### config.mk
export PLATFORM = sky130hd
export DESIGN_NAME = fifo_read_ctrl
export DESIGN_NICKNAME = d
export VERILOG_FILES = /design/src/rtl/fifo_read_ctrl_pkg.sv /design/src/rtl/fifo_read_ctrl_ptr_sync.sv /design/src/rtl/fifo_read_ctrl.sv
export SDC_FILE = /design/constraint.sdc
export NUM_CORES = 1
export LEC_CHECK = 0
export ABC_AREA = 1
export CAP_MARGIN = 20
export CORE_ASPECT_RATIO = 1.5
export CORE_UTILIZATION = 37
export DETAILED_ROUTE_END_ITERATION = 10
export PLACE_DENSITY = 0.94
export SYNTH_ARGS = -nofsm -noshare
export SYNTH_HDL_FRONTEND = slang
export SYNTH_SLANG_ARGS = --single-unit
export TNS_END_PERCENT = 1
### constraint.sdc
create_clock -name rclk -period 4.9 [get_ports rclk]
set_clock_uncertainty 0.15 [all_clocks]
set_input_delay 0.735 -clock rclk [delete_from_list [all_inputs] [get_ports rclk]]
set_output_delay 0.735 -clock rclk [all_outputs]
set_load 0.01 [all_outputs]
### src/rtl/fifo_read_ctrl_pkg.sv
// Shared FIFO definitions: default geometry, read-side state and Gray helpers.
// The write-side controller imports the same package for its own pointer logic.
package fifo_read_ctrl_pkg;

    localparam int DEF_ADDR_W      = 3;
    localparam int DEF_DATA_W      = 32;
    localparam int DEF_SYNC_STAGES = 2;
    localparam int PTR_MAX_W       = 16;

    typedef enum logic {
        RD_EMPTY = 1'b0,
        RD_VALID = 1'b1
    } rd_state_e;

    function automatic logic [PTR_MAX_W-1:0] bin2gray(
        input logic [PTR_MAX_W-1:0] b
    );
        return b ^ (b >> 1);
    endfunction

    // Upper bits are zero-extended, so folding from the top is width-safe.
    function automatic logic [PTR_MAX_W-1:0] gray2bin(
        input logic [PTR_MAX_W-1:0] g
    );
        logic [PTR_MAX_W-1:0] b;
        b[PTR_MAX_W-1] = g[PTR_MAX_W-1];
        for (int i = PTR_MAX_W-2; i >= 0; i--) begin
            b[i] = b[i+1] ^ g[i];
        end
        return b;
    endfunction

endpackage

### src/rtl/fifo_read_ctrl_ptr_sync.sv
// Multi-flop synchroniser for a Gray pointer crossing clock domains.
// Also instanced on the write side for the read pointer.
module ptr_sync #(
    parameter int WIDTH  = 4,
    parameter int STAGES = 2
) (
    input  logic             clk,
    input  logic             rst,
    input  logic [WIDTH-1:0] d,
    output logic [WIDTH-1:0] q
);

    logic [WIDTH-1:0] r_sync [STAGES];

    always_ff @(posedge clk or posedge rst) begin
        if (rst) begin
            for (int i = 0; i < STAGES; i++) begin
                r_sync[i] <= '0;
            end
        end else begin
            r_sync[0] <= d;
            for (int i = 1; i < STAGES; i++) begin
                r_sync[i] <= r_sync[i-1];
            end
        end
    end

    assign q = r_sync[STAGES-1];

endmodule

### src/rtl/fifo_read_ctrl.sv
// Read-domain controller of the async FIFO: empty/level, RAM read issue,
// and a valid/ready output stage holding one fetched word.
module fifo_read_ctrl
    import fifo_read_ctrl_pkg::*;
#(
    parameter int ADDR_W      = DEF_ADDR_W,
    parameter int DATA_W      = DEF_DATA_W,
    parameter int SYNC_STAGES = DEF_SYNC_STAGES
) (
    input  logic              rclk,
    input  logic              rrst,
    input  logic [ADDR_W:0]   wptr_gray,
    output logic [ADDR_W:0]   rptr_gray,
    output logic              ram_re,
    output logic [ADDR_W-1:0] ram_addr,
    input  logic [DATA_W-1:0] ram_q,
    output logic [DATA_W-1:0] rd_data,
    output logic              rd_valid,
    input  logic              rd_ready,
    output logic              rempty,
    output logic [ADDR_W:0]   rd_level
);

    localparam int PTR_W = ADDR_W + 1;

    logic [PTR_W-1:0] r_rbin;
    logic [PTR_W-1:0] r_rptr_gray;
    rd_state_e        r_state;

    logic [PTR_W-1:0] w_wptr_sync;
    logic [PTR_W-1:0] w_wbin_sync;
    logic [PTR_W-1:0] w_rbin_next;
    logic [PTR_W-1:0] w_rgray_next;
    logic             w_valid;
    logic             w_empty;
    logic             w_re;

    ptr_sync #(
        .WIDTH  (PTR_W),
        .STAGES (SYNC_STAGES)
    ) u_wptr_sync (
        .clk (rclk),
        .rst (rrst),
        .d   (wptr_gray),
        .q   (w_wptr_sync)
    );

    assign w_wbin_sync  = PTR_W'(gray2bin(PTR_MAX_W'(w_wptr_sync)));
    assign w_rbin_next  = r_rbin + 1'b1;
    assign w_rgray_next = PTR_W'(bin2gray(PTR_MAX_W'(w_rbin_next)));

    // Pointer advances at issue, so empty never counts a word in flight.
    assign w_valid = (r_state == RD_VALID);
    assign w_empty = (r_rptr_gray == w_wptr_sync);
    assign w_re    = !w_empty && (!w_valid || rd_ready);

    always_ff @(posedge rclk or posedge rrst) begin
        if (rrst) begin
            r_rbin      <= '0;
            r_rptr_gray <= '0;
        end else if (w_re) begin
            r_rbin      <= w_rbin_next;
            r_rptr_gray <= w_rgray_next;
        end
    end

    always_ff @(posedge rclk or posedge rrst) begin
        if (rrst) begin
            r_state <= RD_EMPTY;
        end else begin
            unique case (r_state)
                RD_EMPTY: begin
                    if (w_re) r_state <= RD_VALID;
                end
                RD_VALID: begin
                    if (!w_re && rd_ready) r_state <= RD_EMPTY;
                end
                default: r_state <= RD_EMPTY;
            endcase
        end
    end

    assign rptr_gray = r_rptr_gray;
    assign ram_re    = w_re;
    assign ram_addr  = r_rbin[ADDR_W-1:0];
    assign rd_valid  = w_valid;
    assign rd_data   = w_valid ? ram_q : '0;
    assign rempty    = w_empty;
    assign rd_level  = w_wbin_sync - r_rbin;

endmodule

# --- Yosys cells after proc, flatten, opt, wreduce, memory -nomap -nowiden ---
# Index checks and enable logic that the tools add are counted.
totals:
  ff_bits: 17
  wordCells: 23
  inputBits: 39
op_classes:
  n_mux: 4
  reduce_logical: 6
  addsub: 2
  n_bitwise: 5
  n_eq_ne: 1
ops:
  columns: ["operator", "count"]
  rows:
  - ["32-bit 2-to-1 mux", 1]
  - ["4-bit by 1-bit adder with 4-bit output (second input constant)", 1]
  - ["4-bit equality test", 1]
  - ["4-bit subtractor", 1]
  - ["4-bit by 3-bit XOR with 4-bit output", 1]
  - ["1-bit zero test", 3]
  - ["1-bit XOR", 3]
  - ["1-bit logical AND", 2]
  - ["1-bit 2-to-1 mux", 2]
  - ["1-bit one-hot mux with 2 select lines", 1]
  - ["1-bit logical OR", 1]
  - ["1-bit NOT", 1]

# --- Longest topological paths before layout ---
# Gate-level depths: netlist of the first run.
depth:
  ltp_word: 7
  depth_mapped: 10
  ltp_nobuf: 10

# --- Modules after synthesis ---
# From an unflattened synthesis of the first run, not the netlist that was laid out.
unflattened:
  hier_cells: 185
  hier_area_um2: 1192.4
modules_own_cells:
  columns: ["module", "area_per_inst_um2", "n_inst", "cells_per_inst"]
  rows:
  - ["fifo_read_ctrl", 958.4, 1, 172]
  - ["ptr_sync", 234.0, 1, 13]

# --- Worst setup path after synthesis of the first run ---
# OpenSTA, ideal clock, no wires.
synth_timing:
  kind: "register to output"
  from: "reg u_wptr_sync.r_sync, in the netlist u_wptr_sync.q[3]"
  to: "out rd_level[2]"
  path_stages_with_launch: 11
  setup_slack_ns: 2.264
  arrival_ns: 1.751
  path_cell_list: "dfrtp_1 inv_1 nand2_1 nand2_1 nand2_1 nand2_1 xor2_1 inv_1 ha_1 fa_1 xnor2_1"
synth_between:
  elab_chain_len: 4
synth_lines:
  columns: ["element", "line", "rtl"]
  rows:
  - ["from (decl)", "fifo_read_ctrl_ptr_sync.sv:13", "logic [WIDTH-1:0] r_sync [STAGES];"]
  - ["from (signal, indexed assignment)", "fifo_read_ctrl_ptr_sync.sv:23", "r_sync[i] <= r_sync[i-1];"]
  - ["1-bit XOR (*)", "fifo_read_ctrl_pkg.sv:28", "b[i] = b[i+1] ^ g[i];"]
  - ["1-bit XOR (2 in series)", "fifo_read_ctrl_pkg.sv:28", null]
  - ["4-bit subtractor (*)", "fifo_read_ctrl.sv:89", "assign rd_level = w_wbin_sync - r_rbin;"]
  - ["to (decl)", "fifo_read_ctrl.sv:21", "output logic [ADDR_W:0] rd_level"]
# Every way passes the cells marked *; elsewhere a longest branch is shown, timed or not.

# --- Worst setup path in the final report of the first run ---
# Ends and elaborated chain as after synthesis.

==> results.ini, run 1 <==
[setup_path]
worstSetupPathType=register to output port
arrival_ns=2.63
regToRegStartpoint=rd_valid$_DFF_PP0_
rr_endpoint=r_rbin[3]$_DFFE_PP0P_
crit_start=u_wptr_sync.q[3]$_DFF_PP0_
worstPathCellList=inv_1 > nand2_1 > nand2_1 > nand2_1 > nand2_1 > xor2_1 > inv_1 > ha_1 > fa_1 > xnor2_1 > clkdlybuf4s50_1
endpoint=rd_level[2]
required_ns=4.01
rrSetupSlack_ns=3.14
cp-end-kind=output port
crit_slowest_cell=clkdlybuf4s50_1
cpPeakStageDelay_ns=0.55
worst-r2r-cell-count=6
crit_path_start_kind=register
cpMostUsedCell=nand2_1
worstPathMaxFanout=3

[placed_design]
io_buffers=84
globalplace.congestion=0.8003
dp_slack_ns=1.666
dp.cells=299
placed_area_um2=2032
hpwl_um=2781

[power]
pwr-share-comb_pct=61.9
vdd_drop_max_v=0.0004339
power.density_nw_per_um2=423.3
internal_power_mw=0.5267
clkPwrFrac_pct=12.7
leakage_nw=1.187
seqPwrFrac_pct=25.4
switching_share_pct=40.38
p_sw_mw=0.3567
p_total_mw=0.8834

[worst_hold_path]
min_path_cells=0
holdCritPathClass=register to register

[clock_tree]
post_cts_buffers=0
cts_tree=yes
postCtsHoldBufs=0
cts.sinks=16
clkSlewWorstSetupHoldPaths_ns=0.06
cts_root_buf=clkbuf_8
cts_resized=0
clk_latency_ns=0.25
clk_path_buf_depth=2
ctsHtreeMaxLevel=1
cts_made_buffers=3

[global_routing]
grt_pass1_wl_um=5168
grt_pass1_vias=1196
grt_use_total_pct=21.22
grt_overflow=0
grt_start_max_net_pins=35
antenna_found_initial=0

[logic_synthesis]
ys_seq_elements=16
ys_seq_area_share_pct=34.56
synthMostInstantiatedCell=nand2_1
synth_top_cell_area_share_pct=34.56
synth_largest_area_cell=dfrtp_1
syn_inst=180
synth_area_um2=1159
synth.distinct_cells=21
synth.top_cells.by_count=76 x nand2_1, 50 x inv_1, 16 x dfrtp_1, 10 x nand3_1, 4 x ha_1
yosys_warnings=0
ys.flop_type=dfrtp_1
synth_edf_count=0
async_flop_share_pct=100.0
syn_avg_cell_area_um2=6.437
synth_nets=224
synthTopCellsByArea=dfrtp_1 35%, nand2_1 25%, inv_1 16%, ha_1 4.3%, nand3_1 4.3%

[floorplanning]
core_area_um2=2943
fp.dieW_um=47.69
io_pins=85
die_h_um=70.54
initial_core_util_pct=39.37
rows=24
die_area_um2=3364

[timing]
hold_viol=0
fin_tns_setup_ns=0
fin_crit_ns=3.518
drv_slew=0
fin_crit_sh_pct=71.80
fmax_ghz=0.2842
finalWorstSetupSlack_ns=1.382
relSlewSlack_pct=36.09
setup_viol=0
hold_slack_ns=0.1970
tightest_slew_ns=0.9586
grt_setup_unrepaired=false

[route]
via_per_inst=4.340
firstDrtPassIters=4
met2WireLength_um=1979
final_antenna_net_count=0
wl_per_cell_um=11.25
dr.max_layer_used=met4
met1_length_um=1236
drt_iter0_markers=19
drt_wl_total_um=3408
route.met3.wl_um=109
vias=1315
drc=0

[cells_and_area]
fin_area_um2=2087
final_nets=309
antennaDiodeCount=0
area_delta_synth_final_pct=80.13
fillerInstances=241
multiInputGateArea_um2=540.5
area.sequential_um2=400.4
final_core_utilization_pct=70.92
final_cells=303
layout-drive-gt1-share_pct=4.924

[flow_run]
cap_violations=0

[status]
status=finished, final reports clean

==> worst max-delay path: cells and delay by family (launching register included) <==
kind / cells / cell delay, ns
and+or+nand+nor: 4 / 0.38
buffers and inverters: 3 / 0.68
xor gates and xnor gates: 2 / 0.32
DFF: 1 / 0.40
adders and majority gates: 2 / 0.60
==> final cells by class <==
type	instances	share of cell area, %
Tap cell	39	2.338
Inverter	53	9.652
Timing Repair Buffer	84	40.29
Sequential cell	16	19.18
Clock buffer	4	2.638
Multi-Input combinational cell	107	25.90
==> placed cells by master, fill, tap and decap left out, drive strengths merged <==
cell type,synthesis,final
a21oi,1,1
ha,4,4
inv,53,53
clkdlybuf4s50,0,84
dfrtp,16,16
nand2,80,80
xnor2,3,3
xor2,1,1
fa,1,1
o21ai,1,1
nand4,2,2
clkbuf,3,4
nand3b,1,1
nand3,10,10
nor2,3,3
==> kinds of logic (layout without fill, tap and decap cells) <==
kind of cell / count (synthesis) / count (layout) / synth area share, %
buf+inv: 57 / 141 / 18.79
flops: 16 / 16 / 34.56
simple gates: 96 / 96 / 36.72
xor+xnor: 4 / 4 / 3.024
compound gates: 2 / 2 / 0.8631
fa+ha+maj: 5 / 5 / 6.048
==> layer usage <==
| layer | vias up | track usage (%) |
|---|---|---|
| li1 | 676 | - |
| met2 | 42 | 39.04 |
| met1 | 590 | 21.88 |
| met3 | 7 | 2.041 |
| met4 | 0 | 10.19 |
| met5 | - | 0 |
==> state kept, by name, summed over array words and instances (netlist names) <==
name / cells
r_rbin: 4
rd_valid: 1
rptr_gray: 3
u_wptr_sync.q: 4
u_wptr_sync.r_sync: 4
==> worst min-delay path by stage <==
stage	slack [ns]	endpoint	startpoint
after floorplan	0.18	u_wptr_sync.q[0]$_DFF_PP0_	u_wptr_sync.r_sync[4]$_DFF_PP0_
after global placement	0.18	u_wptr_sync.q[0]$_DFF_PP0_	u_wptr_sync.r_sync[4]$_DFF_PP0_
after detailed placement	0.18	u_wptr_sync.q[0]$_DFF_PP0_	u_wptr_sync.r_sync[4]$_DFF_PP0_
after CTS	0.20	u_wptr_sync.q[0]$_DFF_PP0_	u_wptr_sync.r_sync[4]$_DFF_PP0_
after global routing	0.20	u_wptr_sync.q[0]$_DFF_PP0_	u_wptr_sync.r_sync[4]$_DFF_PP0_
final	0.20	u_wptr_sync.q[0]$_DFF_PP0_	u_wptr_sync.r_sync[4]$_DFF_PP0_
==> power groups by stage <==
stage | combinational (mW) | clock [mW] | sequential (mW)
after CTS | 0.551 | 0.114 | 0.223
after global routing | 0.599 | 0.120 | 0.231
final | 0.547 | 0.113 | 0.224
after global placement | 0.528 | 0 | 0.223
after detailed placement | 0.548 | 0 | 0.225
after floorplan | 0.285 | 0 | 0.218
Power figures use the tool's default switching activity.
==> inputs of run 2 (changes only) <==
--- a/config.mk
+++ b/config.mk
@@ -8,9 +8,9 @@
 export ABC_AREA = 1
 export CAP_MARGIN = 20
 export CORE_ASPECT_RATIO = 1.5
-export CORE_UTILIZATION = 37
+export CORE_UTILIZATION = 31
 export DETAILED_ROUTE_END_ITERATION = 10
-export PLACE_DENSITY = 0.94
+export PLACE_DENSITY = 0.85
 export SYNTH_ARGS = -nofsm -noshare
 export SYNTH_HDL_FRONTEND = slang
 export SYNTH_SLANG_ARGS = --single-unit
==> constraint.sdc (replaced) <==
create_clock -name rclk -period 3.2 [get_ports rclk]
set_clock_uncertainty 0.15 [all_clocks]
set_input_delay 0.48 -clock rclk [delete_from_list [all_inputs] [get_ports rclk]]
set_output_delay 0.48 -clock rclk [all_outputs]
set_load 0.01 [all_outputs]
==> results.ini, run 2 (synthesized netlist as in run 1, its figures left out) <==
[floorplanning]
die_area_um2=3991  ; +19%
die_h_um=76.88  ; +9.0%
rows=26  ; +8.3%
core_area_um2=3481  ; +18%
fp.dieW_um=51.92  ; +8.9%
io_pins=85  ; unchanged
initial_core_util_pct=33.29  ; -6.1 points

[setup_path]
worstSetupPathType=register to output port
rr_endpoint=rptr_gray[2]$_DFFE_PP0P_
regToRegStartpoint=r_rbin[0]$_DFFE_PP0P_
rrSetupSlack_ns=1.69  ; -1.45 ns
cp-end-kind=output port
arrival_ns=2.39  ; -0.24 ns
worst-r2r-cell-count=8  ; +2
required_ns=2.57  ; -1.44 ns
crit_path_start_kind=register
worstPathMaxFanout=3  ; unchanged

[placed_design]
placed_area_um2=2043  ; +0.55%
dp_slack_ns=0.2192  ; -1.446 ns
dp.cells=303  ; +1.3%
hpwl_um=2621  ; -5.7%
globalplace.congestion=0.8536  ; +6.7%
io_buffers=84  ; unchanged

[power]
clkPwrFrac_pct=13.6  ; +0.9 points
p_total_mw=1.336  ; +51%
vdd_drop_max_v=0.0007459  ; +72%
internal_power_mw=0.7946  ; +51%
seqPwrFrac_pct=24.6  ; -0.8 points
leakage_nw=1.201  ; +1.2%
pwr-share-comb_pct=61.8  ; about the same
power.density_nw_per_um2=635.5  ; +50%
switching_share_pct=40.51  ; +0.13 points
p_sw_mw=0.5412  ; +52%

[route]
final_antenna_net_count=0  ; unchanged
firstDrtPassIters=5  ; +1
via_per_inst=4.270  ; -1.6%
drt_wl_total_um=3259  ; -4.4%
wl_per_cell_um=10.62  ; -5.6%
drc=0  ; unchanged
drt_iter0_markers=16  ; -3
vias=1311  ; -0.30%

[clock_tree]
cts_tree=yes
clk_path_buf_depth=2  ; unchanged
postCtsHoldBufs=0  ; unchanged
cts_made_buffers=3  ; unchanged
clk_latency_ns=0.26  ; about the same
ctsHtreeMaxLevel=1  ; unchanged
cts.sinks=16  ; unchanged
clkSlewWorstSetupHoldPaths_ns=0.06  ; about the same
cts_root_buf=clkbuf_8

[flow_run]
cap_violations=0  ; unchanged

[cells_and_area]
fin_area_um2=2102  ; +0.72%
final_core_utilization_pct=60.39  ; -11 points
area_delta_synth_final_pct=81.43
final_cells=307  ; +1.3%
layout-drive-gt1-share_pct=5.660  ; +0.74 points
final_cell_mix=82 x clkdlybuf4s50_1, 75 x nand2_1, 50 x inv_1
antennaDiodeCount=0  ; unchanged
layout_commonest_cell=clkdlybuf4s50_1
final_nets=310  ; +0.32%

[timing]
relSlewSlack_pct=61.61  ; +26 points
finalWorstSetupSlack_ns=0.1846  ; -1.197 ns
tightest_slew_ns=0.5752  ; -0.3834 ns
drv_slew=0  ; unchanged
hold_slack_ns=0.1999  ; +0.002946 ns
hold_viol=0  ; unchanged
fin_crit_ns=3.015
fmax_ghz=0.3316
setup_viol=0  ; unchanged
fin_tns_setup_ns=0  ; unchanged
grt_setup_unrepaired=false
fin_crit_sh_pct=94.23

[global_routing]
grt_pass1_wl_um=5402  ; +4.5%
grt_use_total_pct=17.83  ; -3.4 points
grt_overflow=0  ; unchanged
grt_pass1_vias=1284  ; +7.4%
grt_start_max_net_pins=35  ; unchanged
antenna_found_initial=0  ; unchanged

[worst_hold_path]
holdPathEnd=u_wptr_sync.q[3]$_DFF_PP0_
holdCritPathClass=register to register
min_path_cells=0  ; unchanged
hp-start=u_wptr_sync.r_sync[7]$_DFF_PP0_

[status]
status=finished, final reports clean

run 2: cell count changes in the layout (fill, tap and decap cells not counted), sizes merged:
cell and delta:
clkdlybuf4s50 -2, buf +1, dlygate4sd2 +1, dlymetal6s2s +1
run 2: final cells by class:
class / count / area, um2
clock buffers: 4 / 55.05
fillers: 293 / 1379
inverters: 53 / 201.4
multi-input cells: 107 / 543.0
flip-flops and latches: 16 / 400.4
well taps: 42 / 52.55
repair buffers: 85 / 849.6
run 2: worst max-delay path by stage:
| stage | from | end | slack, ns |
|---|---|---|---|
| floorplan | u_wptr_sync.q[3]$_DFF_PP0_ | rd_level[2] | 0.82 |
| CTS | u_wptr_sync.q[3]$_DFF_PP0_ | rd_level[1] | 0.04 |
| detailed placement | u_wptr_sync.q[3]$_DFF_PP0_ | rd_level[2] | 0.22 |
| global route | u_wptr_sync.q[3]$_DFF_PP0_ | rd_level[3] | 0.03 |
| finish | u_wptr_sync.q[3]$_DFF_PP0_ | rd_level[3] | 0.18 |
| global placement | u_wptr_sync.q[3]$_DFF_PP0_ | rd_level[2] | 0.33 |
run 2: critical path, stage by stage, from the launching register on:
cell	delay [ns]
dfrtp_1	0.40
inv_1	0.07
nand2_1	0.06
nand2_1	0.09
nand2_1	0.08
nand2_2	0.10
xor2_1	0.15
inv_1	0.06
ha_1	0.20
o21ai_0	0.22
xnor2_1	0.14
clkdlybuf4s50_1	0.55
run 2: what timing repair did:
action / 4_1_cts / 5_1_grt
setup buffers: 0 / 0
resized for setup: 1 / 2
setup endpoints to repair: 1 / 2
run 2: layer usage:
metal,vias up,wire length [um],track usage (%)
met2,55,1745,31.92
met4,0,197,12.97
met3,19,160,3.968
met1,559,1156,16.56
li1,678,-,-
met5,-,0,0
run 2: power groups by stage:
stage | Clock (mW) | Sequential (mW) | Combinational, mW
3_3_place_gp | 0 | 0.328 | 0.824
3_5_place_dp | 0 | 0.329 | 0.841
5_1_grt | 0.194 | 0.337 | 0.912
6_report | 0.181 | 0.329 | 0.826
4_1_cts | 0.182 | 0.327 | 0.839
2_1_floorplan | 0 | 0.334 | 0.436
